==> src/rtl/ncl_pkg.sv <==
// Shared NCL dual-rail types, code constants and operation select.
// Helpers classify a single dual-rail bit as NULL, DATA or illegal.
package ncl_pkg;

  typedef struct packed {
    logic rail1;
    logic rail0;
  } dual_rail_logic;

  localparam dual_rail_logic NULL_DR  = 2'b00;
  localparam dual_rail_logic DATA0_DR = 2'b01;
  localparam dual_rail_logic DATA1_DR = 2'b10;

  typedef enum logic [1:0] {
    OP_AND,
    OP_OR,
    OP_XOR
  } op_t;

  function automatic logic dr_is_data(dual_rail_logic v);
    return v.rail1 ^ v.rail0;
  endfunction

  function automatic logic dr_is_null(dual_rail_logic v);
    return ~(v.rail1 | v.rail0);
  endfunction

  function automatic logic dr_is_illegal(dual_rail_logic v);
    return v.rail1 & v.rail0;
  endfunction

endpackage

==> src/rtl/ncl_bit_gate.sv <==
// One dual-rail result bit: per-rail threshold set terms plus hysteresis registers.
// Latency 1 clk; a rail sets only while ki_i=1 and clears only once ki_i=0 and both inputs are NULL.
module ncl_bit_gate
  import ncl_pkg::*;
#(
  parameter op_t OP = OP_AND
) (
  input  logic           clk_i,
  input  logic           rst_ni,
  input  dual_rail_logic x_i,
  input  dual_rail_logic y_i,
  input  logic           ki_i,
  output dual_rail_logic z_o,
  output logic           illegal_o
);

  dual_rail_logic set_c;
  dual_rail_logic z_d, z_q;
  logic           inputs_null;

  always_comb begin
    set_c = NULL_DR;
    case (OP)
      OP_AND: begin
        set_c.rail1 = x_i.rail1 & y_i.rail1;
        set_c.rail0 = (x_i.rail0 & y_i.rail0) | (y_i.rail0 & x_i.rail1) | (x_i.rail0 & y_i.rail1);
      end
      OP_OR: begin
        set_c.rail1 = (x_i.rail1 & y_i.rail1) | (x_i.rail1 & y_i.rail0) | (x_i.rail0 & y_i.rail1);
        set_c.rail0 = x_i.rail0 & y_i.rail0;
      end
      OP_XOR: begin
        set_c.rail1 = (x_i.rail1 & y_i.rail0) | (x_i.rail0 & y_i.rail1);
        set_c.rail0 = (x_i.rail0 & y_i.rail0) | (x_i.rail1 & y_i.rail1);
      end
      default: set_c = NULL_DR;
    endcase
  end

  assign illegal_o   = dr_is_illegal(x_i) | dr_is_illegal(y_i);
  assign inputs_null = dr_is_null(x_i) & dr_is_null(y_i);

  // An illegal operand freezes both rails until the inputs are legal again.
  always_comb begin
    z_d = z_q;
    if (!illegal_o) begin
      if (ki_i) begin
        if (set_c.rail1) z_d.rail1 = 1'b1;
        if (set_c.rail0) z_d.rail0 = 1'b1;
      end else if (inputs_null) begin
        z_d = NULL_DR;
      end
    end
  end

  always_ff @(posedge clk_i) begin
    if (!rst_ni) begin
      z_q <= NULL_DR;
    end else begin
      z_q <= z_d;
    end
  end

  assign z_o = z_q;

endmodule

==> src/rtl/ncl_gate_vec.sv <==
// WIDTH-bit dual-rail gate vector with completion FSM, sticky err and wavefront counter.
// z lags inputs by 1 clk; ko/done/wave_cnt react to the registered z one edge later.
module ncl_gate_vec
  import ncl_pkg::*;
#(
  parameter int unsigned WIDTH = 3,
  parameter op_t         OP    = OP_AND,
  parameter int unsigned CNT_W = 8
) (
  input  logic               clk,
  input  logic               rst_n,
  input  logic [2*WIDTH-1:0] x,
  input  logic [2*WIDTH-1:0] y,
  input  logic               ki,
  output logic [2*WIDTH-1:0] z,
  output logic               ko,
  output logic               done,
  output logic               err,
  output logic [CNT_W-1:0]   wave_cnt
);

  typedef enum logic {
    WAIT_DATA,
    WAIT_NULL
  } cd_state_t;

  dual_rail_logic   z_w [WIDTH];
  logic [WIDTH-1:0] bit_data;
  logic [WIDTH-1:0] bit_null;
  logic [WIDTH-1:0] bit_bad;
  logic [WIDTH-1:0] in_bad;
  logic             all_data;
  logic             all_null;

  cd_state_t        state_q;
  logic             ko_q;
  logic             done_q;
  logic             err_q;
  logic [CNT_W-1:0] cnt_q;

  for (genvar gi = 0; gi < WIDTH; gi++) begin : g_bit
    ncl_bit_gate #(
      .OP(OP)
    ) u_gate (
      .clk_i    (clk),
      .rst_ni   (rst_n),
      .x_i      (x[2*gi +: 2]),
      .y_i      (y[2*gi +: 2]),
      .ki_i     (ki),
      .z_o      (z_w[gi]),
      .illegal_o(in_bad[gi])
    );

    assign z[2*gi +: 2] = z_w[gi];
    assign bit_data[gi] = dr_is_data(z_w[gi]);
    assign bit_null[gi] = dr_is_null(z_w[gi]);
    assign bit_bad[gi]  = dr_is_illegal(z_w[gi]);
  end

  assign all_data = &bit_data;
  assign all_null = &bit_null;

  // Completion is judged on the registered z, so ko/done trail z by one edge.
  always_ff @(posedge clk) begin
    if (!rst_n) begin
      state_q <= WAIT_DATA;
      ko_q    <= 1'b1;
      done_q  <= 1'b0;
      err_q   <= 1'b0;
      cnt_q   <= '0;
    end else begin
      done_q <= 1'b0;
      err_q  <= err_q | (|in_bad) | (|bit_bad);
      case (state_q)
        WAIT_DATA: begin
          if (all_data) begin
            state_q <= WAIT_NULL;
            ko_q    <= 1'b0;
            done_q  <= 1'b1;
            cnt_q   <= cnt_q + CNT_W'(1);
          end
        end
        WAIT_NULL: begin
          if (all_null) begin
            state_q <= WAIT_DATA;
            ko_q    <= 1'b1;
          end
        end
        default: begin
          state_q <= WAIT_DATA;
          ko_q    <= 1'b1;
        end
      endcase
    end
  end

  assign ko       = ko_q;
  assign done     = done_q;
  assign err      = err_q;
  assign wave_cnt = cnt_q;

endmodule

==> config.mk <==
export PLATFORM = sky130hd
export DESIGN_NAME = ncl_gate_vec
export DESIGN_NICKNAME = d
export VERILOG_FILES = /design/src/rtl/ncl_pkg.sv /design/src/rtl/ncl_bit_gate.sv /design/src/rtl/ncl_gate_vec.sv
export SDC_FILE = /design/constraint.sdc
export NUM_CORES = 1
export LEC_CHECK = 0
export CORE_MARGIN = 2
export CORE_UTILIZATION = 35
export CTS_CLUSTER_SIZE = 10
export DETAILED_ROUTE_END_ITERATION = 8
export PLACE_DENSITY = 0.62
export SYNTH_ARGS = -nofsm -noshare
export SYNTH_HDL_FRONTEND = slang
export SYNTH_SLANG_ARGS = --single-unit
==> constraint.sdc <==
create_clock -name clk -period 4.35 [get_ports clk]
set_input_delay 0.435 -clock clk [delete_from_list [all_inputs] [get_ports clk]]
set_output_delay 0.435 -clock clk [all_outputs]
set_load 0.02 [all_outputs]
### Yosys cells after proc, flatten, opt, wreduce, memory -nomap -nowiden

Cells that the tools add are included.

* bitwise logic cells: 61
* $mul: 0
* reduce and logical (&&, ||, !) cells: 16
* $add $sub $neg: 1
* divide/modulo/power cells: 0
* muxes and demuxes: 18
* shifts and indexed selects: 0
* equal/unequal tests: 8
* magnitude comparators: 0

Operators by type and width (number)
* $and A1 B1 Y1: 24
* $reduce_and A3 Y1: 8
* $or A1 B1 Y1: 20
* $not A1 Y1: 14
* $mux W2: 6
* $ne A2 B1 Y1 const B: 6
* $mux W1: 10
* $add A8 B1 Y8 const B: 1
* $reduce_bool A2 Y1: 3
* $reduce_or A3 Y1: 2
* $ne A2 B2 Y1 const B: 2
* $pmux W1 S2: 2
* $reduce_and A4 Y1: 1
* $xor A1 B1 Y1: 3
* $reduce_and A2 Y1: 1
* $reduce_or A2 Y1: 1

* logic and storage cells: 115
* ROM bits: 0
* memories kept: 0
* latch bits: 0
* output and inout port bits: 17
* register bits after elaboration: 18
* bits in writable memories: 0

### Longest topological paths before layout

Gate-level depths: netlist (run 1).

* depth after elaboration: 5
* depth in mapped cells: 6
* mapped depth without buffers: 5

### Hierarchy

From an unflattened synthesis (run 1), not the netlist that was laid out.

* cells, all modules: 110
* area, all modules: 991.0 µm²

Modules (own cells, without submodules)
* ncl_gate_vec: area an instance 608.1 µm², cells an instance 68, instances 1
* ncl_bit_gate: area an instance 127.6 µm², cells an instance 14, instances 3

### Least setup slack after synthesis (run 1)

No wires, ideal clock.

* path type: register to register
* from: reg g_bit[1].u_gate.z_q, in the netlist g_bit[1].u_gate.z_o[0]
* to: reg cnt_q[6] (netlist: wave_cnt[6])
* path slack: 2.704 ns
* arrival time: 1.574 ns
* buffers on the path: 1
* data required time: 4.278 ns
* stages on the path, launching flop included: 7
* clock period less this slack: 1.646 ns
* cells stage by stage: dfxtp_1 inv_1 ha_1 nand4b_4 buf_6 nor4_2 mux2i_1

* cells in the longest elaborated chain, start to end: 2

Ends and longest elaborated chain
* start, declared: RTL line ncl_bit_gate.sv:18 `dual_rail_logic z_d, z_q;`
* start signal, assigned: RTL line ncl_bit_gate.sv:60 `z_q <= z_d;`
* $xor A1 B1 Y1: RTL line ncl_pkg.sv:21 `return v.rail1 ^ v.rail0;`
* $reduce_and A4 Y1 (no line)
* end signal, assigned: RTL line ncl_gate_vec.sv:80 `cnt_q <= cnt_q + CNT_W'(1);`
* end, declared: RTL line ncl_gate_vec.sv:39 `logic [CNT_W-1:0] cnt_q;`

No other way between the ends.
A chain may end at the register's enable or synchronous reset.

### Worst setup path after layout (run 1)

* from: reg cnt_q[0] (netlist: wave_cnt[0])
* to: out wave_cnt[0]

RTL lines
* end, declared: RTL line ncl_gate_vec.sv:19 `output logic [CNT_W-1:0] wave_cnt`

No word-level cell between the ends.

==> flow_summary.json, run 1 <==
{
  "status": "complete, no violations",
  "clk_pin_slew_worst_paths_ps": 100,
  "overflow": 0,
  "nNetsFinal": 161,
  "rsz0062_at_grt": "false",
  "clockBufferDepth": 2,
  "mappedNetlistNets": 128,
  "clk_latency_ps": 300,
  "synth_top_area_share_pct": 37.5,
  "syn_inst": 106,
  "rows": 18,
  "power.density_nw_per_um2": 251,
  "ff2ff_setup_slack_ps": 2590,
  "synth_area_per_cell_sq_um": 9.07,
  "rr_startpoint": "g_bit[2].u_gate.z_o[0]$_SDFFE_PN0P_",
  "min_path_type": "reg2reg",
  "skew_ps": 4.63,
  "drtAntennaViolNets": 0,
  "crit_type": "reg2out",
  "period_minus_slack_ps": 1800,
  "initial_core_util_pct": 37.8,
  "cts_sinks": 18,
  "crit_chain": "clkdlybuf4s50_1",
  "io_pins": 32,
  "postCtsHoldBufs": 0,
  "setup_tns_ps": 0,
  "drc_errors": 0,
  "setup_viol": 0,
  "endpoint": "wave_cnt[0]",
  "fillerInstances": 233,
  "final_cell_mix": "clkdlybuf4s50_1 (31), dfxtp_1 (18), inv_1 (9)",
  "grt_pass1_wl_mm": 3.65,
  "synth_area_leader_cell": "dfxtp_1",
  "antenna_found_initial": 0,
  "ff2ff_path_depth": 5,
  "synth.area.top_cells": "dfxtp_1 (38%), ha_1 (9.1%), nand4_1 (5.2%)",
  "end_kind": "output pin",
  "cts_root_buf": "clkbuf_4",
  "diodes": 0,
  "drv_cap": 0,
  "vias": 897,
  "dieHeight_um": 56.4,
  "die-area_sq_um": 3180,
  "cts_setup_buffers": 0,
  "mappedNetlistArea_sq_um": 961,
  "dr.pass1.iters": 5,
  "final.period_utilization_pct": 41.4,
  "yosysWarnings": 0,
  "maxSlewHeadroom_pct": 73.7,
  "avgRoutedWirePerCell_um": 12.5,
  "hold_viol_final": 0,
  "drive_gt1_share_pct": 5.80,
  "cts_resized": 0,
  "max-vdd-ir-drop_v": 0.000129,
  "h-tree-depth": 1,
  "startpoint_type": "flip-flop",
  "io_buffer_count": 31,
  "grt_use_total_pct": 14.4,
  "grt_pass1_vias": 863,
  "ys_seq_area_share_pct": 37.5,
  "place_area_sq_um": 1280,
  "ys_types": 27,
  "drt-total-wl_mm": 2.10,
  "critPathMaxStageDelay_ps": 640,
  "die_w_um": 56.4,
  "viasPerCell": 5.34,
  "drt_iter0_drc": 34,
  "synth_seq_cells": 18,
  "path_depth": 1,
  "power.leakage_nw": 0.495,
  "globalplace.congestion": 0.709,
  "worstPathRequired_ps": 3910,
  "core_sq_um": 2540,
  "final_area_sq_um": 1320,
  "grt_max_degree": 16,
  "critPathLaunch": "wave_cnt[0]$_SDFFE_PN0P_",
  "worstPathArrival_ps": 1370,
  "tritoncts": "yes",
  "layout_commonest_cell": "clkdlybuf4s50_1",
  "crit_buf_inv": 1,
  "syn2layout_area_growth_pct": 37.1,
  "crit_family": "buffers and inverters",
  "r2r-end": "wave_cnt[5]$_SDFFE_PN0P_",
  "hpwlAfterDp_mm": 1.67,
  "cp_max_fo": 5,
  "crit_slowest_cell": "clkdlybuf4s50_1",
  "cts_buffers": 3,
  "fmax_ghz": 0.555,
  "tightest_slew_ps": 393,
  "slew_violations": 0
}
[per-layer routing]
metal / wire length (um) / share of wire [%] / GRT usage (%)
met3: 114 / 5.4 / 2.76
met2: 1030 / 49 / 24.2
met1: 939 / 45 / 17.1
met4: 16 / 0.76 / 7.82
met5: 0 / 0 / 0
[how the worst min path moves through the flow]
stage	cells after the start	to	startpoint
global route	2	wave_cnt[7]$_SDFFE_PN0P_	wave_cnt[7]$_SDFFE_PN0P_
global placement	2	wave_cnt[7]$_SDFFE_PN0P_	wave_cnt[7]$_SDFFE_PN0P_
finish	2	wave_cnt[7]$_SDFFE_PN0P_	wave_cnt[7]$_SDFFE_PN0P_
detailed placement	2	ko$_SDFFE_PN1P_	ko$_SDFFE_PN1P_
CTS	2	ko$_SDFFE_PN1P_	ko$_SDFFE_PN1P_
floorplan	2	state_q$_SDFF_PN0_	state_q$_SDFF_PN0_
[report_power, final]
part	internal [W]	switching (W)	total (W)	leakage, nW
logic	0.0000271	0.0000275	0.0000546	0.328
registers	0.000168	0.00000288	0.000171	0.146
clock network	0.0000511	0.0000537	0.000105	0.0210
[synthesized netlist by cell type]
master,instances
a21oi_1,8
a22oi_1,3
a31oi_1,3
a41oi_1,1
buf_2,1
buf_6,2
clkinv_1,1
dfxtp_1,18
ha_1,7
inv_1,9
mux2i_1,3
nand2_1,7
nand2b_1,1
nand3_1,3
nand4_1,8
nand4b_1,3
nand4b_4,1
nor2_1,6
nor4_1,2
nor4_2,1
o21ai_0,4
o21ai_2,1
o31ai_1,2
or3_1,2
or4_1,4
or4_4,1
xor2_1,4
[state kept, by name (all words and copies together) (netlist names)]
| signal | flops |
|---|---|
| ko | 1 |
| wave_cnt | 8 |
| err | 1 |
| done | 1 |
| state_q | 1 |
| g_bit.u_gate.z_o | 6 |
[stage by stage]
stage               power, W  util (%)  hold slack, ps  setup WS, ps  std cells
global route        0.000344      51.8             510          2480        168
CTS                 0.000333      51.8             483          2540        168
floorplan           0.000201         -             450          2700        106
global placement    0.000228      50.3             452          2360        164
finish              0.000331      51.8             480          2550        168
detailed placement  0.000230      50.3             468          2330        164
[area by class of cell]
cell class	instances	area [sq um]	area share, %
Sequential cell	18	360	27.4
Inverter	10	37.5	2.85
Multi-Input combinational cell	75	536	40.6
Clock buffer	4	36.3	2.75
Timing Repair Buffer	31	310	23.6
Tap cell	30	37.5	2.85
[logic make-up (layout without fill, tap and decap cells)]
kind of cell | count (synthesis) | count (layout) | share of synthesized area (%)
simple gates | 39 | 39 | 25.9
compound gates | 22 | 22 | 13.9
flops | 18 | 18 | 37.5
buf+inv | 13 | 45 | 6.77
fa+ha+maj | 7 | 7 | 9.11
xor+xnor | 4 | 4 | 3.65
mux | 3 | 3 | 3.13
No activity file was read; power rests on OpenSTA's default activity.
==> run 2: changes to the inputs <==
- clock period: 4.35 -> 1.8 ns (I/O delays scaled with it)
==> run 2 against run 1 <==
  * Combinational power increased by 150%
  * Largest power group unchanged
  * Critical path depth increased by 5
  * Die area unchanged
  * Flip-flop and latch count unchanged
==> flow_summary.json, run 2 (synthesis results as in run 1) <==
{
  "max-vdd-ir-drop_v": 0.000356,
  "min_to": "wave_cnt[7]$_SDFFE_PN0P_",
  "diodes": 0,
  "postCtsHoldBufs": 0,
  "grt_pass1_vias": 815,
  "setup_tns_ps": 0,
  "final.period_utilization_pct": 94.0,
  "avgRoutedWirePerCell_um": 12.6,
  "core_sq_um": 2540,
  "drtAntennaViolNets": 0,
  "h-tree-depth": 1,
  "grt_pass1_wl_mm": 3.54,
  "drc_errors": 0,
  "drt_iter0_drc": 27,
  "die-area_sq_um": 3180,
  "viasPerCell": 5.36,
  "rows": 18,
  "globalplace.congestion": 0.766,
  "tritoncts": "yes",
  "power.density_nw_per_um2": 591,
  "dr.pass1.iters": 4,
  "ff2ff_setup_slack_ps": 110,
  "ff2ff_path_depth": 6,
  "cp_max_fo": 10,
  "overflow": 0,
  "initial_core_util_pct": 37.8,
  "cts_setup_buffers": 0,
  "drive_gt1_share_pct": 9.09,
  "end_kind": "flip-flop",
  "drt-total-wl_mm": 2.18,
  "syn2layout_area_growth_pct": 41.0,
  "antenna_found_initial": 0,
  "maxSlewHeadroom_pct": 75.0,
  "cts_resized": 0,
  "hold_viol_final": 0,
  "finalCoreUtilization_pct": 53.2,
  "period_minus_slack_ps": 1690,
  "io_buffer_count": 31,
  "fmax_ghz": 0.591,
  "clk_pin_slew_worst_paths_ps": 100,
  "rr_startpoint": "g_bit[0].u_gate.z_o[0]$_SDFFE_PN0P_",
  "hpwlAfterDp_mm": 1.72,
  "layout_commonest_cell": "clkdlybuf4s50_1",
  "tightest_slew_ps": 372,
  "grt_max_degree": 13,
  "drv_cap": 0,
  "min_delay_path_depth": 2,
  "cts_root_buf": "clkbuf_4",
  "nNetsFinal": 166,
  "clk_latency_ps": 290,
  "final_cell_mix": "clkdlybuf4s50_1 (31), dfxtp_1 (18), inv_1 (9)",
  "skew_ps": 0.346,
  "min_path_type": "reg2reg",
  "slew_violations": 0,
  "largest_reg_flops": 8,
  "worstPathRequired_ps": 2030,
  "cts_buffers": 3,
  "setup_viol": 0,
  "power.leakage_nw": 0.517,
  "worstPathArrival_ps": 1920,
  "clockBufferDepth": 2,
  "status": "complete, no violations",
  "vias": 927,
  "io_pins": 32,
  "die_w_um": 56.4,
  "grt_use_total_pct": 14.1,
  "r2r-end": "wave_cnt[3]$_SDFFE_PN0P_",
  "startpoint_type": "flip-flop",
  "cts_sinks": 18,
  "crit_type": "reg2reg",
  "dieHeight_um": 56.4,
  "min_from": "wave_cnt[7]$_SDFFE_PN0P_",
  "power_w": 0.000800,
  "rsz0062_at_grt": "false"
}
-- run 2: cell type report --
class / instances / area, sq um
flip-flops and latches: 18 / 360
well taps: 30 / 37.5
clock buffers: 4 / 36.3
repair buffers: 36 / 348
inverters: 10 / 37.5
multi-input cells: 75 / 536
fillers: 243 / 1190
-- run 2: worst max path at each step --
stage                                                    from                                   to  slack [ps]  cells after the start
after floorplan           g_bit[1].u_gate.z_o[0]$_SDFFE_PN0P_             wave_cnt[6]$_SDFFE_PN0P_         150                      6
after global placement                                     ki  g_bit[0].u_gate.z_o[1]$_SDFFE_PN0P_         130                      4
after detailed placement                                   ki  g_bit[0].u_gate.z_o[0]$_SDFFE_PN0P_         100                      4
after CTS                 g_bit[1].u_gate.z_o[0]$_SDFFE_PN0P_             wave_cnt[4]$_SDFFE_PN0P_          90                      5
after global routing      g_bit[2].u_gate.z_o[0]$_SDFFE_PN0P_             wave_cnt[4]$_SDFFE_PN0P_          10                      5
final                     g_bit[0].u_gate.z_o[0]$_SDFFE_PN0P_             wave_cnt[3]$_SDFFE_PN0P_         110                      6
-- run 2: per-layer routing --
metal,share of wire (%),global-route usage (%),vias up
met2,49,22.0,30
met3,5.1,3.00,4
met5,0,0,-
li1,-,-,470
met1,44,18.1,423
met4,1.7,7.48,0
-- run 2: critical path: stages, from the launching register on --
cell and delay, ps:
dfxtp_1 370, inv_1 80, ha_1 330, nand4b_4 190, buf_4 190, or3_1 330, a21oi_1 140
-- run 2: per-stage QoR --
stage | cell area (sq um) | setup WS (ps) | hold WS, ps | std cells
6_report | 1360 | 107 | 475 | 173
5_1_grt | 1360 | 12.7 | 507 | 173
4_1_cts | 1340 | 87.4 | 480 | 171
3_5_place_dp | 1300 | 96.7 | 465 | 167
3_3_place_gp | 1300 | 125 | 452 | 167
2_1_floorplan | 961 | 154 | 344 | 106
-- run 2: power breakdown --
part | switching (W) | internal, W
combinational | 0.0000672 | 0.0000688
clock | 0.000128 | 0.000123
sequential | 0.00000670 | 0.000407
total | 0.000202 | 0.000599
==> run 3: changes to the inputs <==
- RECOVER_POWER: unset -> 100
==> run 3 against run 2 <==
  * Fmax up 0.49%
  * Clock power about the same
  * Routed wire length down 0.28%
  * Die area is the same
  * Register-to-register slack barely moved
  * Sequential power about the same
  * Worst hold slack got worse by 3.4 ps
  * Total power shrank 0.69%
  * Combinational power down 3%
  * Flip-flop and latch count unchanged
  * Non-clock buffer count unchanged
  * Worst setup slack better by 8.2 ps
  * Largest power group unchanged
==> flow_summary.json, run 3 (synthesis results as in run 1) <==
{
  "status": "complete, no violations",
  "grt_use_met1_pct": 18.1,
  "cts_root_buf": "clkbuf_4",
  "grt_pass1_wl_mm": 3.54,
  "cp_max_fo": 10,
  "skew_ps": 1.43,
  "avgRoutedWirePerCell_um": 12.6,
  "slew_violations": 0,
  "diodes": 0,
  "grtUsageMet3_pct": 3.00,
  "crit_type": "reg2reg",
  "power.density_nw_per_um2": 588,
  "dr.pass1.iters": 4,
  "globalplace.congestion": 0.766,
  "io_buffer_count": 31,
  "hold_viol_final": 0,
  "grt_use_total_pct": 14.1,
  "setup_tns_ps": 0,
  "rsz0062_at_grt": "false",
  "startpoint_type": "flip-flop",
  "largest_reg_flops": 8,
  "grt_pass1_vias": 815,
  "multi_input_area_sq_um": 532,
  "end_kind": "flip-flop",
  "drtAntennaViolNets": 0,
  "final_cell_mix": "dfxtp_1 (18), dlygate4sd3_1 (18), clkdlybuf4s50_1 (13)",
  "io_pins": 32,
  "antenna_found_initial": 0,
  "final.period_utilization_pct": 93.6,
  "register_area_sq_um": 360,
  "grt_max_degree": 13,
  "setup_slack_ps": 115,
  "dieHeight_um": 56.4,
  "clockBufferDepth": 2,
  "die-area_sq_um": 3180,
  "worstPathArrival_ps": 1910,
  "cts_sinks": 18,
  "drt_iter0_drc": 28,
  "drt-total-wl_mm": 2.17,
  "viasPerCell": 5.32,
  "setup_viol": 0,
  "cts_buffers": 3,
  "rows": 18,
  "tightest_slew_ps": 371,
  "clk_pin_slew_worst_paths_ps": 100,
  "h-tree-depth": 1,
  "max-vdd-ir-drop_v": 0.000356,
  "hpwlAfterDp_mm": 1.72,
  "drc_errors": 0,
  "overflow": 0,
  "drive_gt1_share_pct": 8.39,
  "min_path_type": "reg2reg",
  "maxSlewHeadroom_pct": 75.0,
  "use_met2_pct": 22.0,
  "fillerInstances": 245,
  "vias": 920,
  "worstPathRequired_ps": 2030,
  "syn2layout_area_growth_pct": 40.6,
  "die_w_um": 56.4,
  "cts_resized": 0,
  "power_w": 0.000795,
  "preCtsSetupSlack_ps": 96.7,
  "drv_cap": 0,
  "nNetsFinal": 166,
  "fmax_ghz": 0.594,
  "power.leakage_nw": 0.565,
  "clk_latency_ps": 290,
  "core_sq_um": 2540,
  "tritoncts": "yes",
  "initial_core_util_pct": 37.8,
  "busiest_layer": "met2",
  "period_minus_slack_ps": 1680
}
## run 3: changes by cell type in the layout (fill, tap and decap cells not counted)
cell             change
buf_4                -2
clkbuf_4             +2
clkdlybuf4s50_1     -18
dlygate4sd3_1       +18
or4_1                +1
or4_4                -1
## run 3: routing by layer
metal  wire (um)  up-vias
met5           0        -
met3          95        4
met4          38        0
met2        1060       25
met1         982      420
li1            -      471
## run 3: final timing paths
kind	from	to	slack, ps	depth (start not counted)
setup / recovery	g_bit[0].u_gate.z_o[0]$_SDFFE_PN0P_	wave_cnt[3]$_SDFFE_PN0P_	120	6
hold / removal	wave_cnt[7]$_SDFFE_PN0P_	wave_cnt[7]$_SDFFE_PN0P_	470	2
setup reg to reg	g_bit[0].u_gate.z_o[0]$_SDFFE_PN0P_	wave_cnt[3]$_SDFFE_PN0P_	120	6
hold reg to reg	wave_cnt[7]$_SDFFE_PN0P_	wave_cnt[7]$_SDFFE_PN0P_	470	2
## run 3: layout make-up
class,count,share of cell area [%]
Clock buffer,4,2.69
Inverter,10,2.78
Multi-Input combinational cell,75,39.4
Sequential cell,18,26.7
Tap cell,30,2.78
Timing Repair Buffer,36,25.7
## run 3: worst max-delay path, stage by stage, from the launching register on
cell,delay (ps)
dfxtp_1,370
inv_1,80
ha_1,320
nand4b_4,180
clkbuf_4,190
or3_1,330
a21oi_1,140
## run 3: repair_timing
item	CTS	global route
hold buffers	0	0
setup buffers	0	2
setup endpoints to repair	0	3
## run 3: per-stage QoR
stage	util [%]	instance area, sq um	cells	hold WS, ps
5_1_grt	53.1	1350	173	504
3_5_place_dp	51.2	1300	167	465
4_1_cts	52.7	1340	171	480
6_report	53.1	1350	173	471
3_3_place_gp	51.2	1300	167	452
2_1_floorplan	-	961	106	344
## run 3: power by group
| part | internal, W | leakage (nW) | total (W) | switching [W] |
|---|---|---|---|---|
| Sequential | 0.000407 | 0.146 | 0.000413 | 0.00000617 |
| Combinational | 0.0000648 | 0.398 | 0.000132 | 0.0000671 |
| Clock | 0.000123 | 0.0210 | 0.000250 | 0.000127 |
